`config.mk`:
```
export PLATFORM = sky130hd
export DESIGN_NAME = add_serial_seq
export DESIGN_NICKNAME = d
export VERILOG_FILES = /design/src/rtl/add_serial_seq.sv
export SDC_FILE = /design/constraint.sdc
export NUM_CORES = 1
export LEC_CHECK = 0
export BUFFER_PORTS_ARGS = -buffer_cell sky130_fd_sc_hd__buf_2
export CORE_MARGIN = 8
export CORE_UTILIZATION = 48
export CTS_BUF_LIST = sky130_fd_sc_hd__clkbuf_4 sky130_fd_sc_hd__clkbuf_8 sky130_fd_sc_hd__clkbuf_16
export CTS_CLUSTER_DIAMETER = 40
export DETAILED_ROUTE_END_ITERATION = 12
export PLACE_DENSITY = 0.81
export SLEW_MARGIN = 20
export SYNTH_ARGS = -nofsm -noshare
export SYNTH_HDL_FRONTEND = slang
export SYNTH_SLANG_ARGS = --single-unit
```
`constraint.sdc`:
```
create_clock -name clk -period 1.75 [get_ports clk]
set_input_delay 0.35 -clock clk [delete_from_list [all_inputs] [get_ports clk]]
set_output_delay 0.35 -clock clk [all_outputs]
set_load 0.01 [all_outputs]
```
`src/rtl/add_serial_seq.sv`:
```
// add_serial_seq: operand FIFO feeding a serial adder, with a start/wait/capture/release sequencer and a held result.
module add_serial_seq #(
  parameter int LAT   = 8,
  parameter int DEPTH = 2
) (
  input  logic       clk,
  input  logic       rst,
  input  logic       in_valid,
  output logic       in_ready,
  input  logic [7:0] in_a,
  input  logic [7:0] in_b,
  output logic       add_en,
  output logic [7:0] add_a,
  output logic [7:0] add_b,
  input  logic [7:0] add_out,
  output logic       res_valid,
  input  logic       res_ready,
  output logic [7:0] res_data,
  output logic       busy,
  output logic [7:0] op_cnt
);
  localparam int AW = DEPTH > 2 ? 2 : 1;
  typedef enum logic [2:0] {IDLE, START, WAIT, CAPTURE, RELEASE} state_t;
  state_t state, state_nx;
  logic [15:0] mem [DEPTH];
  logic [AW-1:0] wr_ptr, rd_ptr;
  logic [AW:0] occ;
  logic [7:0] cnt;
  logic push, fire;
  assign in_ready = occ != (AW+1)'(DEPTH);
  assign push = in_valid && in_ready;
  // a capture only happens when the result slot is free or being drained this cycle
  assign fire = state == CAPTURE && (!res_valid || res_ready);
  assign {add_a, add_b} = occ != '0 ? mem[rd_ptr] : 16'd0;
  assign add_en = state == START || state == RELEASE;
  assign busy = state != IDLE;
  always_comb begin
    state_nx = state == IDLE    ? (occ != '0 ? START : IDLE) :
               state == START   ? WAIT :
               state == WAIT    ? (cnt == 8'(LAT - 1) ? CAPTURE : WAIT) :
               state == CAPTURE ? (fire ? RELEASE : CAPTURE) : IDLE;
  end
  always_ff @(posedge clk) begin
    if (push) mem[wr_ptr] <= {in_a, in_b};
  end
  always_ff @(posedge clk or posedge rst) begin
    if (rst) begin
      state     <= IDLE;
      wr_ptr    <= '0;
      rd_ptr    <= '0;
      occ       <= '0;
      cnt       <= '0;
      res_valid <= 1'b0;
      res_data  <= '0;
      op_cnt    <= '0;
    end else begin
      state <= state_nx;
      if (push) wr_ptr <= wr_ptr + 1'b1;
      if (fire) rd_ptr <= rd_ptr + 1'b1;
      occ <= occ + (AW+1)'(push) - (AW+1)'(fire);
      cnt <= state == START ? 8'd0 : state == WAIT ? cnt + 8'd1 : cnt;
      if (fire) begin
        res_data  <= add_out;
        res_valid <= 1'b1;
        op_cnt    <= op_cnt + 8'd1;
      end else if (res_valid && res_ready) res_valid <= 1'b0;
    end
  end
endmodule

```
After elaboration in Yosys (flattened, before gate mapping) --
Memories as Yosys holds them, arrays and structs flattened. Index checks and enable logic that the tools add are counted.
Cells by class: add/sub/neg operators 6, eq/ne operators 6, muxes and demuxes 14, reductions and logical operators 11
Operators by type and width (count):
- 8-bit by 1-bit adder with 8-bit output (second input constant) | 2
- 16-bit 2-to-1 mux | 1
- 8-bit 2-to-1 mux | 2
- 3-bit 2-to-1 mux | 5
- 8-bit by 3-bit equality test with 1-bit output (second input constant) | 1
- 3-bit by 2-bit equality test with 1-bit output (second input constant) | 2
- 1-bit 2-to-1 mux | 6
- 2-bit nonzero test | 3
- 3-bit by 1-bit equality test with 1-bit output (second input constant) | 1
- 3-bit equality test (second input constant) | 1
- 1-bit logical AND | 3
- 3-bit logical NOT | 1
- 3-bit nonzero test | 1
- 1-bit adder (second input constant) | 2
- 2-bit by 1-bit adder with 2-bit output | 1
- 1-bit logical OR | 2
- 2-bit inequality test (second input constant) | 1
- 2-bit by 1-bit subtractor with 2-bit output | 1
- 1-bit logical NOT | 1
Storage, ports and cells: bits in registers 32, RAM bits 32, input bits 28, output and inout bits 36, logic and storage cells 46, memories 1
Memories:
- mem | depth 2, width 16, rd ports 1, clocked after memory_dff 0, wr ports 1, line 25 | logic [15:0] mem [DEPTH];

Depth between registers and ports, before layout --
Gate-level depths: netlist (run 1).
depth after elaboration 8, gate-level depth with buffers 8, depth with buffers taken out 7

Least setup slack after synthesis (run 1) --
OpenSTA, ideal clock, no wires.
kind reg-to-reg, start register occ[1], end memory mem[0][0] (enable), library setup time 0.388 ns, arrival 1.391 ns, required time 1.362 ns, setup slack -0.030 ns, cell stages (with the launch flop) 4, path buffers 0, period minus slack after synthesis 1.780 ns, path through dfrtp_1 -> nand2b_1 -> nand2_1 -> nor2_1
On the way: longest elaborated chain between the ends 4
Ends and longest elaborated chain:
- start: declaration | line 27 | logic [AW:0] occ;
- start signal: assignment | line 60 | occ <= occ + (AW+1)'(push) - (AW+1)'(fire);
- 2-bit inequality test | line 30 | assign in_ready = occ != (AW+1)'(DEPTH);
- via in_ready | line 9 | output logic in_ready,
- 1-bit logical AND | line 31 | assign push = in_valid && in_ready;
- 1-bit 2-to-1 mux | line 44 | if (push) mem[wr_ptr] <= {in_a, in_b};
- 1-bit 2-to-1 mux (implied by the code) | line 44
- end: declaration | line 25
The timed path passes the listed nets, and every way through them passes these cells.

Final worst setup path (run 1) --
start register occ[1], end output add_b[1]
On the way: longest elaborated chain between the ends 2
Ends and longest elaborated chain:
- 2-bit nonzero test | line 34 | assign {add_a, add_b} = occ != '0 ? mem[rd_ptr] : 16'd0;
- 16-bit 2-to-1 mux | line 34
- end: declaration | line 14 | output logic [7:0] add_b,
Every way passes these cells.

==> results.txt, run 1 <==
----------------------------------------------------
[Status]
  Outcome ... complete, no violations

[Floorplanning]
  Site Rows ... 27
  Die Height ... 90.9 microns
  Number of primary I/O pins ... 64
  Die Outline Area ... 0.00827 sq mm
  Die Width ... 90.9 microns
  Starting Density ... 0.492
  Core area ... 0.00547 sq mm

[Timing]
  Post-route setup TNS ... 0 ns
  Slew at the pin with the worst max-slew slack ... 0.421 ns
  Headroom to the max-slew limit ... 0.719
  Number of max-slew violations in the final report ... 0
  Final worst clock skew ... 0.00588 ns
  Crit share post-route ... 0.943
  Unrepaired setup endpoints after global routing ... false
  Final setup fails ... 0
  Highest attainable clock frequency ... 606 MHz
  Endpoints failing hold ... 0
  Post-route minimum period ... 1.65 ns
  Hold Slack ... 0.0104 ns

[Synth]
  Top area cells in the synthesized netlist ... sky130_fd_sc_hd__edfxtp_1, sky130_fd_sc_hd__dfrtp_1, sky130_fd_sc_hd__mux2i_1
  Fraction of registers with async set or reset after synthesis ... 0.500
  Warning count from the yosys run ... 0
  Synthesized flop and latch total ... 64
  Post-synthesis sequential area ratio ... 0.654
  Largest area contributor in the netlist ... sky130_fd_sc_hd__edfxtp_1
  Post-Syn Area ... 0.00269 sq mm
  Distinct cells, synth ... 36
  List of most frequent post-synthesis cells ... sky130_fd_sc_hd__nand2_1, sky130_fd_sc_hd__dfrtp_1, sky130_fd_sc_hd__edfxtp_1
  EDFF count, synth ... 32
  Average cell area after synthesis ... 12.5 sq um
  Leading register cell type out of synthesis ... sky130_fd_sc_hd__edfxtp_1
  Most frequently used cell type in the post-synthesis netlist ... sky130_fd_sc_hd__nand2_1
  Cells after Synth ... 215
  Share of the synthesized area in the top cell type ... 0.357
  Synthesized net count ... 246

[Setup path]
  Endpoint kind of the worst setup timing path ... primary output
  Worst r2r path cells ... 8
  Critical Path RT ... 1.40 ns
  Reg2Reg Setup Slack ... 0.16 ns
  End of the worst register-to-register path ... occ[1]
  Startpoint types ... flop
  Start-to-end type of the worst setup path ... flop to primary output
  Crit Reg-Reg Startpoint ... state[2]
  Maximum fanout along the worst path ... 8
  Data arrival time of the critical path ... 1.30 ns

[Power and ir drop]
  Static Leakage ... 1.58 nW
  Pwr per Cell Area ... 1690 mW/mm^2
  Sum of internal, switching and leakage power ... 0.00566 W
  Max VDD drop ... 827 uV

[Final layout]
  Final core occ ... 0.612
  Area grow syn2layout ... 24.4%
  Final Net Count ... 325
  Fill cell count ... 461
  Final antenna diode count ... 0
  Layout cell share with drive strength beyond 1 ... 0.344
  Post-layout instance area ... 0.00335 sq mm

[Drt]
  Violation count after the first detailed-route iteration ... 60
  Wire per inst ... 15.0 microns
  Number of vias in the routed layout ... 1843
  Antenna Violating Nets Remaining ... 0
  Post-detailed-routing wire length ... 5550 microns
  DRC viols ... 0
  Count of TritonRoute iterations in the first routing pass ... 4
  Ratio of routed vias to standard cells ... 4.97

[Clocking]
  Number of buffers on the longest clock path ... 2
  Clk Latency, worst-skew pair ... 0.32 ns
  Number of buffers created by CTS ... 9
  TritonCTS clock tree ... done
  Clk slew on worst S/H paths ... 0.07 ns
  H-tree levels ... 3
  Clk root buf ... sky130_fd_sc_hd__clkbuf_8
  Number of sinks handled by clock tree synthesis ... 64
  CTS Hold Bufs ... 0

[Placement]
  Post-DP Area ... 0.00312 sq mm
  GP Congestion ... 0.786
  Number of I/O port buffers ... 63
  Post-detailed-placement half-perimeter wirelength ... 4020 microns

[Global route]
  Number of global-route vias before repair ... 1919
  GRT Residual Overflow ... 0
  First-pass GRT wire length ... 9070 microns
  GRT Overall Usage ... 0.138
  Largest net degree at the start of global routing ... 18
  Initial antenna violation count ... 0

[Run]
  Max capacitance violation total ... 0

[Hold path]
  Min-delay worst type ... primary input to async pin

----------------------------------------------------
[where the power goes]
part	switching, W	total, W	internal (W)
clock network	0.000525	0.00114	0.000619
logic	0.00124	0.00220	0.000962
registers	0.000264	0.00231	0.00204
[worst max path at each step]
stage,from,endpoint,depth (start not counted)
6_report,occ[1],add_b[1],4
5_1_grt,occ[1],add_a[6],4
4_1_cts,occ[1],add_b[0],4
3_5_place_dp,state[2],occ[1],7
3_3_place_gp,res_ready,occ[1],8
2_1_floorplan,occ[1],mem[0][0],3
[cell usage in the layout, fill, tap and decap left out, types with 2 or more instances in the layout]
| cell type | Yosys | routed |
|---|---|---|
| sky130_fd_sc_hd__nor3_1 | 2 | 2 |
| sky130_fd_sc_hd__nor2_1 | 20 | 18 |
| sky130_fd_sc_hd__nand4_1 | 3 | 3 |
| sky130_fd_sc_hd__nand2b_1 | 2 | 2 |
| sky130_fd_sc_hd__a21oi_1 | 3 | 3 |
| sky130_fd_sc_hd__mux2i_1 | 20 | 20 |
| sky130_fd_sc_hd__o21ai_0 | 4 | 4 |
| sky130_fd_sc_hd__edfxtp_1 | 32 | 32 |
| sky130_fd_sc_hd__buf_6 | 2 | 2 |
| sky130_fd_sc_hd__clkbuf_8 | 0 | 11 |
| sky130_fd_sc_hd__clkinv_2 | 1 | 3 |
| sky130_fd_sc_hd__dfrtp_2 | 0 | 3 |
| sky130_fd_sc_hd__ha_1 | 3 | 3 |
| sky130_fd_sc_hd__nand2_1 | 46 | 46 |
| sky130_fd_sc_hd__xnor2_1 | 12 | 12 |
| sky130_fd_sc_hd__and3_1 | 6 | 6 |
| sky130_fd_sc_hd__buf_4 | 2 | 12 |
| sky130_fd_sc_hd__inv_1 | 2 | 2 |
| sky130_fd_sc_hd__buf_2 | 3 | 62 |
| sky130_fd_sc_hd__dfrtp_1 | 32 | 29 |
| sky130_fd_sc_hd__nand3_1 | 3 | 3 |
| sky130_fd_sc_hd__clkbuf_4 | 0 | 2 |
[worst max-delay path, cell delays in order (launching register included)]
cell                      delay [ns]
sky130_fd_sc_hd__dfrtp_1        0.43
sky130_fd_sc_hd__nor2_4         0.18
sky130_fd_sc_hd__buf_4          0.18
sky130_fd_sc_hd__nor2_1         0.06
sky130_fd_sc_hd__buf_2          0.13
[stage by stage]
step	worst slack, ns	cells
floorplan	0.223	215
global placement	0.232	352
detailed placement	0.164	352
CTS	0.0457	370
global route	0.00479	371
finish	0.0997	371
[registers in the layout (all words and copies together), names as in the netlist]
register,flops
occ,2
cnt,8
res_data,8
wr_ptr,1
res_valid,1
rd_ptr,1
state,3
op_cnt,8
mem,32
[area by class of cell]
type	count	area (sq um)	share of cell area
inverters	3	12.5	0.00373
repair buffers	76	423	0.126
well taps	72	90.1	0.0269
clock inverters	3	17.5	0.00523
clock buffers	13	166	0.0496
multi-input cells	140	877	0.262
flip-flops and latches	64	1770	0.527
[routing by layer]
layer	part of all wire	wire, microns	global-route usage	vias up
met2	0.53	2920	0.234	37
met4	0.021	116	0.0791	0
met1	0.41	2270	0.154	890
met3	0.043	236	0.0349	9
li1	-	-	-	907
met5	0	0	0	-
[kinds of logic after synthesis]
kind of cell | share of synthesized area
and+or+nand+nor | 0.165
buffers and inverters | 0.0255
muxes | 0.0743
AOI/OAI and AO/OA | 0.0251
adders and majority gates | 0.0139
DFF | 0.654
xor gates and xnor gates | 0.0423
[timing repair]
| action | 4_1_cts | 5_1_grt |
|---|---|---|
| endpoints found under the hold margin | 0 | 0 |
| gates resized for setup | 7 | 3 |
| gates cloned | 0 | 1 |
| buffers inserted | 2 | 0 |
| setup endpoints to repair | 17 | 16 |
| pin swaps | 0 | 0 |
No activity file was read; power rests on OpenSTA's default activity.
==> run 2: changes to the inputs <==
- MAX_ROUTING_LAYER: unset -> met4
==> results.txt, run 2 (synthesis results as in run 1) <==
----------------------------------------------------
[Status]
  Outcome ... complete, no violations (unchanged)

[Timing]
  Final worst clock skew ... 0.00590 ns (was 0.00588 ns)
  Slew at the pin with the worst max-slew slack ... 0.421 ns (unchanged)
  Post-route setup TNS ... 0 ns (unchanged)
  Highest attainable clock frequency ... 606 MHz (unchanged)
  Unrepaired setup endpoints after global routing ... false (unchanged)
  Crit share post-route ... 0.943 (about the same)
  Final setup fails ... 0 (unchanged)
  Headroom to the max-slew limit ... 0.719 (unchanged)
  Post-route minimum period ... 1.65 ns (about the same)
  Worst-case setup margin in the final layout ... 0.0996 ns (was 0.0997 ns)
  Number of max-slew violations in the final report ... 0 (unchanged)
  Endpoints failing hold ... 0 (unchanged)

[Clocking]
  Clk slew on worst S/H paths ... 0.07 ns (about the same)
  Number of buffers created by CTS ... 9 (unchanged)
  Number of buffers on the longest clock path ... 2 (unchanged)
  Clk Latency, worst-skew pair ... 0.32 ns (about the same)
  Clk root buf ... sky130_fd_sc_hd__clkbuf_8 (unchanged)
  H-tree levels ... 3 (unchanged)
  Number of sinks handled by clock tree synthesis ... 64 (unchanged)
  TritonCTS clock tree ... done (unchanged)

[Placement]
  Number of I/O port buffers ... 63 (unchanged)
  Worst setup slack after placement ... 0.164 ns (unchanged)
  Post-detailed-placement half-perimeter wirelength ... 4020 microns (unchanged)
  Dpl cells ... 352 (unchanged)
  GP Congestion ... 0.797 (was 0.786)

[Drt]
  Violation count after the first detailed-route iteration ... 59 (was 60)
  Wire per inst ... 15.0 microns (about the same)
  Post-detailed-routing wire length ... 5550 microns (about the same)
  DRC viols ... 0 (unchanged)
  Ratio of routed vias to standard cells ... 4.96 (was 4.97)
  Antenna Violating Nets Remaining ... 0 (unchanged)
  Number of vias in the routed layout ... 1842 (was 1843)
  Count of TritonRoute iterations in the first routing pass ... 4 (unchanged)

[Setup path]
  Data arrival time of the critical path ... 1.30 ns (about the same)
  Maximum fanout along the worst path ... 8 (unchanged)
  Start-to-end type of the worst setup path ... flop to primary output (unchanged)
  Worst r2r path cells ... 8 (unchanged)
  Critical Path RT ... 1.40 ns (about the same)
  Startpoint types ... flop (unchanged)
  Endpoint kind of the worst setup timing path ... primary output (unchanged)
  Worst path max stage delay ... 0.43 ns (about the same)
  Critical path depth ... 4 (unchanged)
  CP cell instances ... nor2_4, buf_4, nor2_1, buf_2 (unchanged)
  Count of buffering cells on the critical path with inverters included ... 2 (unchanged)
  Worst path slowest cell ... sky130_fd_sc_hd__dfrtp_1 (unchanged)
  Critical path's top delay family ... flip-flops (unchanged)

[Final layout]
  Most flop-heavy register ... mem (unchanged)
  Number of non-filler instances in the completed layout ... 371 (unchanged)
  Area grow syn2layout ... 24.4% (unchanged)
  Most common library cell in the layout ignoring fill and taps ... sky130_fd_sc_hd__buf_2 (unchanged)
  Final antenna diode count ... 0 (unchanged)
  Final core occ ... 0.612 (unchanged)
  Layout cell share with drive strength beyond 1 ... 0.344 (unchanged)
  Final Net Count ... 325 (unchanged)
  Most used cells in the layout excluding fill and tap cells ... sky130_fd_sc_hd__buf_2, sky130_fd_sc_hd__nand2_1, sky130_fd_sc_hd__edfxtp_1, sky130_fd_sc_hd__dfrtp_1, sky130_fd_sc_hd__mux2i_1 (unchanged)
  Largest register FFs ... 32 (unchanged)

[Floorplanning]
  Die Outline Area ... 0.00827 sq mm (unchanged)
  Die Width ... 90.9 microns (unchanged)
  Die Height ... 90.9 microns (unchanged)
  Core area ... 0.00547 sq mm (unchanged)
  Number of primary I/O pins ... 64 (unchanged)
  Site Rows ... 27 (unchanged)
  Starting Density ... 0.492 (unchanged)

[Global route]
  GRT Overall Usage ... 0.142 (was 0.138)
  Number of global-route vias before repair ... 1918 (was 1919)
  First-pass GRT wire length ... 9070 microns (unchanged)
  GRT Residual Overflow ... 0 (unchanged)
  Largest net degree at the start of global routing ... 18 (unchanged)
  Initial antenna violation count ... 0 (unchanged)

[Power and ir drop]
  Net load switching power ... 0.00203 W (about the same)
  Max VDD drop ... 827 uV (about the same)
  Sequential power share ... 0.408 (about the same)
  Sum of internal, switching and leakage power ... 0.00566 W (about the same)
  Switch share ... 0.359 (about the same)
  Clock network fraction of design power ... 0.202 (about the same)
  Pwr per Cell Area ... 1690 mW/mm^2 (about the same)
  Static Leakage ... 1.58 nW (unchanged)
  Part of the power in combinational logic ... 0.389 (about the same)
  Internal portion of total power ... 0.00363 W (unchanged)

[Run]
  Max capacitance violation total ... 0 (unchanged)

[Hold path]
  Min-delay worst type ... primary input to async pin (unchanged)

----------------------------------------------------
run 2: final timing paths:
kind	endpoint	startpoint	slack [ns]
setup / recovery	add_b[1]	occ[1]	0.1
min in group clk	mem[1][13]	in_a[5]	0.21
hold reg to reg	op_cnt[7]	op_cnt[7]	0.46
hold / removal	res_data[6]	rst	0.01
max in group asynchronous	state[1]	rst	1.19
setup reg to reg	occ[1]	state[2]	0.16
run 2: final cells by class:
type / instances / area, sq um
sequential: 64 / 1770
fill: 461 / 2120
multi-input combinational: 140 / 877
tap: 72 / 90.1
inverter: 3 / 12.5
clock buffer: 13 / 166
clock inverter: 3 / 17.5
timing repair buffer: 76 / 423
run 2: timing repair:
item                                    in CTS  in global routing
endpoints found under the setup margin      17                 16
setup buffers                                2                  0
hold buffers                                 0                  0
gates resized for setup                      7                  3
cloned                                       0                  1
run 2: routing by layer:
metal,vias up,wire (microns),track usage
met2,37,2920,0.235
met4,0,116,0.0791
met5,-,0,-
li1,907,-,-
met1,889,2290,0.155
met3,9,215,0.0324
run 2: power groups by stage:
stage               clock [W]  combinational [W]  sequential [W]
floorplan                   0            0.00134         0.00233
global placement            0            0.00205         0.00232
detailed placement          0            0.00210         0.00235
CTS                   0.00117            0.00222         0.00230
global route          0.00124            0.00243         0.00236
finish                0.00114            0.00220         0.00231
run 2: stage by stage:
stage          cell area [sq um]  hold WS [ns]
2_1_floorplan               2700         0.446
3_3_place_gp                3120         0.344
3_5_place_dp                3120         0.354
4_1_cts                     3340       0.00260
5_1_grt                     3350        0.0283
6_report                    3350        0.0104
==> run 3: changes to the inputs <==
- CORE_ASPECT_RATIO: unset -> 1.1
==> results.txt, run 3 (synthesis results as in run 1) <==
----------------------------------------------------
[Drt]
  Post-detailed-routing wire length ... 5350 microns (was 5550 microns)
  Number of vias in the routed layout ... 1829 (was 1842)
  Ratio of routed vias to standard cells ... 4.92 (was 4.96)
  DRC viols ... 0 (unchanged)
  Antenna Violating Nets Remaining ... 0 (unchanged)
  Count of TritonRoute iterations in the first routing pass ... 4 (unchanged)
  Violation count after the first detailed-route iteration ... 96 (was 59)
  Wire per inst ... 14.4 microns (was 15.0 microns)

[Power and ir drop]
  Part of the power in combinational logic ... 0.371 (was 0.389)
  Net load switching power ... 0.00202 W (was 0.00203 W)
  Pwr per Cell Area ... 1740 mW/mm^2 (was 1690 mW/mm^2)
  Static Leakage ... 1.59 nW (was 1.58 nW)
  Internal portion of total power ... 0.00385 W (was 0.00363 W)
  Max VDD drop ... 899 uV (was 827 uV)
  Clock network fraction of design power ... 0.236 (was 0.202)
  Sum of internal, switching and leakage power ... 0.00587 W (was 0.00566 W)
  Switch share ... 0.344 (was 0.359)
  Sequential power share ... 0.393 (was 0.408)

[Clocking]
  TritonCTS clock tree ... done (unchanged)
  Clk slew on worst S/H paths ... 0.07 ns (about the same)
  Number of buffers created by CTS ... 9 (unchanged)
  Number of buffers on the longest clock path ... 2 (unchanged)
  Number of sinks handled by clock tree synthesis ... 64 (unchanged)
  Clk root buf ... sky130_fd_sc_hd__clkbuf_8 (unchanged)
  Clk Latency, worst-skew pair ... 0.33 ns (was 0.32 ns)
  H-tree levels ... 3 (unchanged)

[Global route]
  GRT Overall Usage ... 0.141 (was 0.142)
  First-pass GRT wire length ... 8720 microns (was 9070 microns)
  Number of global-route vias before repair ... 1887 (was 1918)
  Initial antenna violation count ... 0 (unchanged)
  GRT Residual Overflow ... 0 (unchanged)
  Largest net degree at the start of global routing ... 33 (was 18)

[Final layout]
  Final Net Count ... 323 (was 325)
  Most used cells in the layout excluding fill and tap cells ... sky130_fd_sc_hd__buf_2, sky130_fd_sc_hd__nand2_1, sky130_fd_sc_hd__edfxtp_1, sky130_fd_sc_hd__dfrtp_1, sky130_fd_sc_hd__mux2i_1 (unchanged)
  Largest register FFs ... 32 (unchanged)
  Area grow syn2layout ... 25.4% (was 24.4%)
  Most common library cell in the layout ignoring fill and taps ... sky130_fd_sc_hd__buf_2 (unchanged)
  Final antenna diode count ... 0 (unchanged)
  Number of non-filler instances in the completed layout ... 372 (was 371)
  Layout cell share with drive strength beyond 1 ... 0.340 (was 0.344)
  Final core occ ... 0.626 (was 0.612)
  Fill cell count ... 435 (was 461)
  Most flop-heavy register ... mem (unchanged)

[Floorplanning]
  Die Outline Area ... 0.00827 sq mm (about the same)
  Site Rows ... 28 (was 27)
  Die Height ... 94.6 microns (was 90.9 microns)
  Number of primary I/O pins ... 64 (unchanged)
  Die Width ... 87.4 microns (was 90.9 microns)
  Core area ... 0.00540 sq mm (was 0.00547 sq mm)
  Starting Density ... 0.499 (was 0.492)

[Timing]
  Highest attainable clock frequency ... 595 MHz (was 606 MHz)
  Final worst clock skew ... 0.00850 ns (was 0.00590 ns)
  Post-route minimum period ... 1.68 ns (was 1.65 ns)
  Final setup fails ... 0 (unchanged)
  Worst-case setup margin in the final layout ... 0.0693 ns (was 0.0996 ns)
  Headroom to the max-slew limit ... 0.730 (was 0.719)
  Number of max-slew violations in the final report ... 0 (unchanged)
  Slew at the pin with the worst max-slew slack ... 0.405 ns (was 0.421 ns)
  Post-route setup TNS ... 0 ns (unchanged)
  Endpoints failing hold ... 0 (unchanged)
  Crit share post-route ... 0.960 (was 0.943)

[Hold path]
  Min-delay worst type ... primary input to async pin (unchanged)

[Placement]
  Dpl cells ... 355 (was 352)
  Number of I/O port buffers ... 63 (unchanged)
  Post-detailed-placement half-perimeter wirelength ... 3720 microns (was 4020 microns)
  Worst setup slack after placement ... 0.174 ns (was 0.164 ns)
  GP Congestion ... 0.816 (was 0.797)

[Setup path]
  Maximum fanout along the worst path ... 16 (was 8)
  Data arrival time of the critical path ... 1.33 ns (was 1.30 ns)
  Endpoint kind of the worst setup timing path ... primary output (unchanged)
  Startpoint types ... flop (unchanged)
  Worst path slowest cell ... sky130_fd_sc_hd__dfrtp_1 (unchanged)
  Start-to-end type of the worst setup path ... flop to primary output (unchanged)
  Critical Path RT ... 1.40 ns (about the same)
  CP cell instances ... nor2_2, buf_6, nor2_1, buf_2 (was nor2_4, buf_4, nor2_1, buf_2)
  Worst path max stage delay ... 0.41 ns (was 0.43 ns)

[Status]
  Outcome ... complete, no violations (unchanged)

[Run]
  Max capacitance violation total ... 0 (unchanged)

----------------------------------------------------
run 3: cell types whose count changed in the layout (fill, tap and decap cells not counted), sizes merged:
cell	change
buf	-2
bufinv	+2
clkbuf	-1
clkinvlp	-1
run 3: per-layer routing:
layer,track usage,vias to the layer above,wire [microns]
li1,-,897,-
met3,0.0408,9,256
met1,0.147,882,2200
met2,0.238,41,2790
met5,-,-,0
met4,0.0689,0,97
run 3: cell type report:
class	count	area, sq um	share of cell area
multi-input combinational	140	872	0.258
clock buffer	12	146	0.0433
timing repair buffer	74	418	0.124
sequential	64	1770	0.523
tap	75	93.8	0.0278
inverter	3	12.5	0.00370
clock inverter	4	70.1	0.0207
run 3: worst paths after layout:
kind,start,end,slack [ns],cells after the start
hold / removal,rst,cnt[0],0.09,3
setup reg to reg,state[2],occ[1],0.14,8
setup / recovery,occ[0],add_a[3],0.07,4
max in group asynchronous,rst,state[1],1.35,3
hold reg to reg,res_data[6],res_data[6],0.47,2
min in group clk,in_a[7],mem[0][15],0.20,1
run 3: repair_timing:
| action | in CTS | in global routing |
|---|---|---|
| setup endpoints to repair | 6 | 17 |
| pin swaps | 0 | 2 |
| setup buffers | 2 | 0 |
| hold buffers | 0 | 0 |
| gates resized for setup | 5 | 2 |
run 3: per-stage QoR:
stage | instance area [sq um] | hold WS [ns]
after detailed placement | 3120 | 0.458
after global routing | 3380 | 0.125
after floorplan | 2700 | 0.446
final | 3380 | 0.0938
after CTS | 3380 | 0.107
after global placement | 3120 | 0.452
run 3: critical path: cells and delay by family (launching register included):
kind	cells	cell delay, ns
DFF	1	0.41
buffers and inverters	2	0.33
and+or+nand+nor	2	0.25
run 3: power groups by stage:
stage,registers [W],clock network [W],logic (W)
floorplan,0.00233,0,0.00134
global placement,0.00232,0,0.00207
detailed placement,0.00234,0,0.00211
CTS,0.00229,0.00139,0.00223
global route,0.00236,0.00146,0.00243
finish,0.00231,0.00138,0.00218
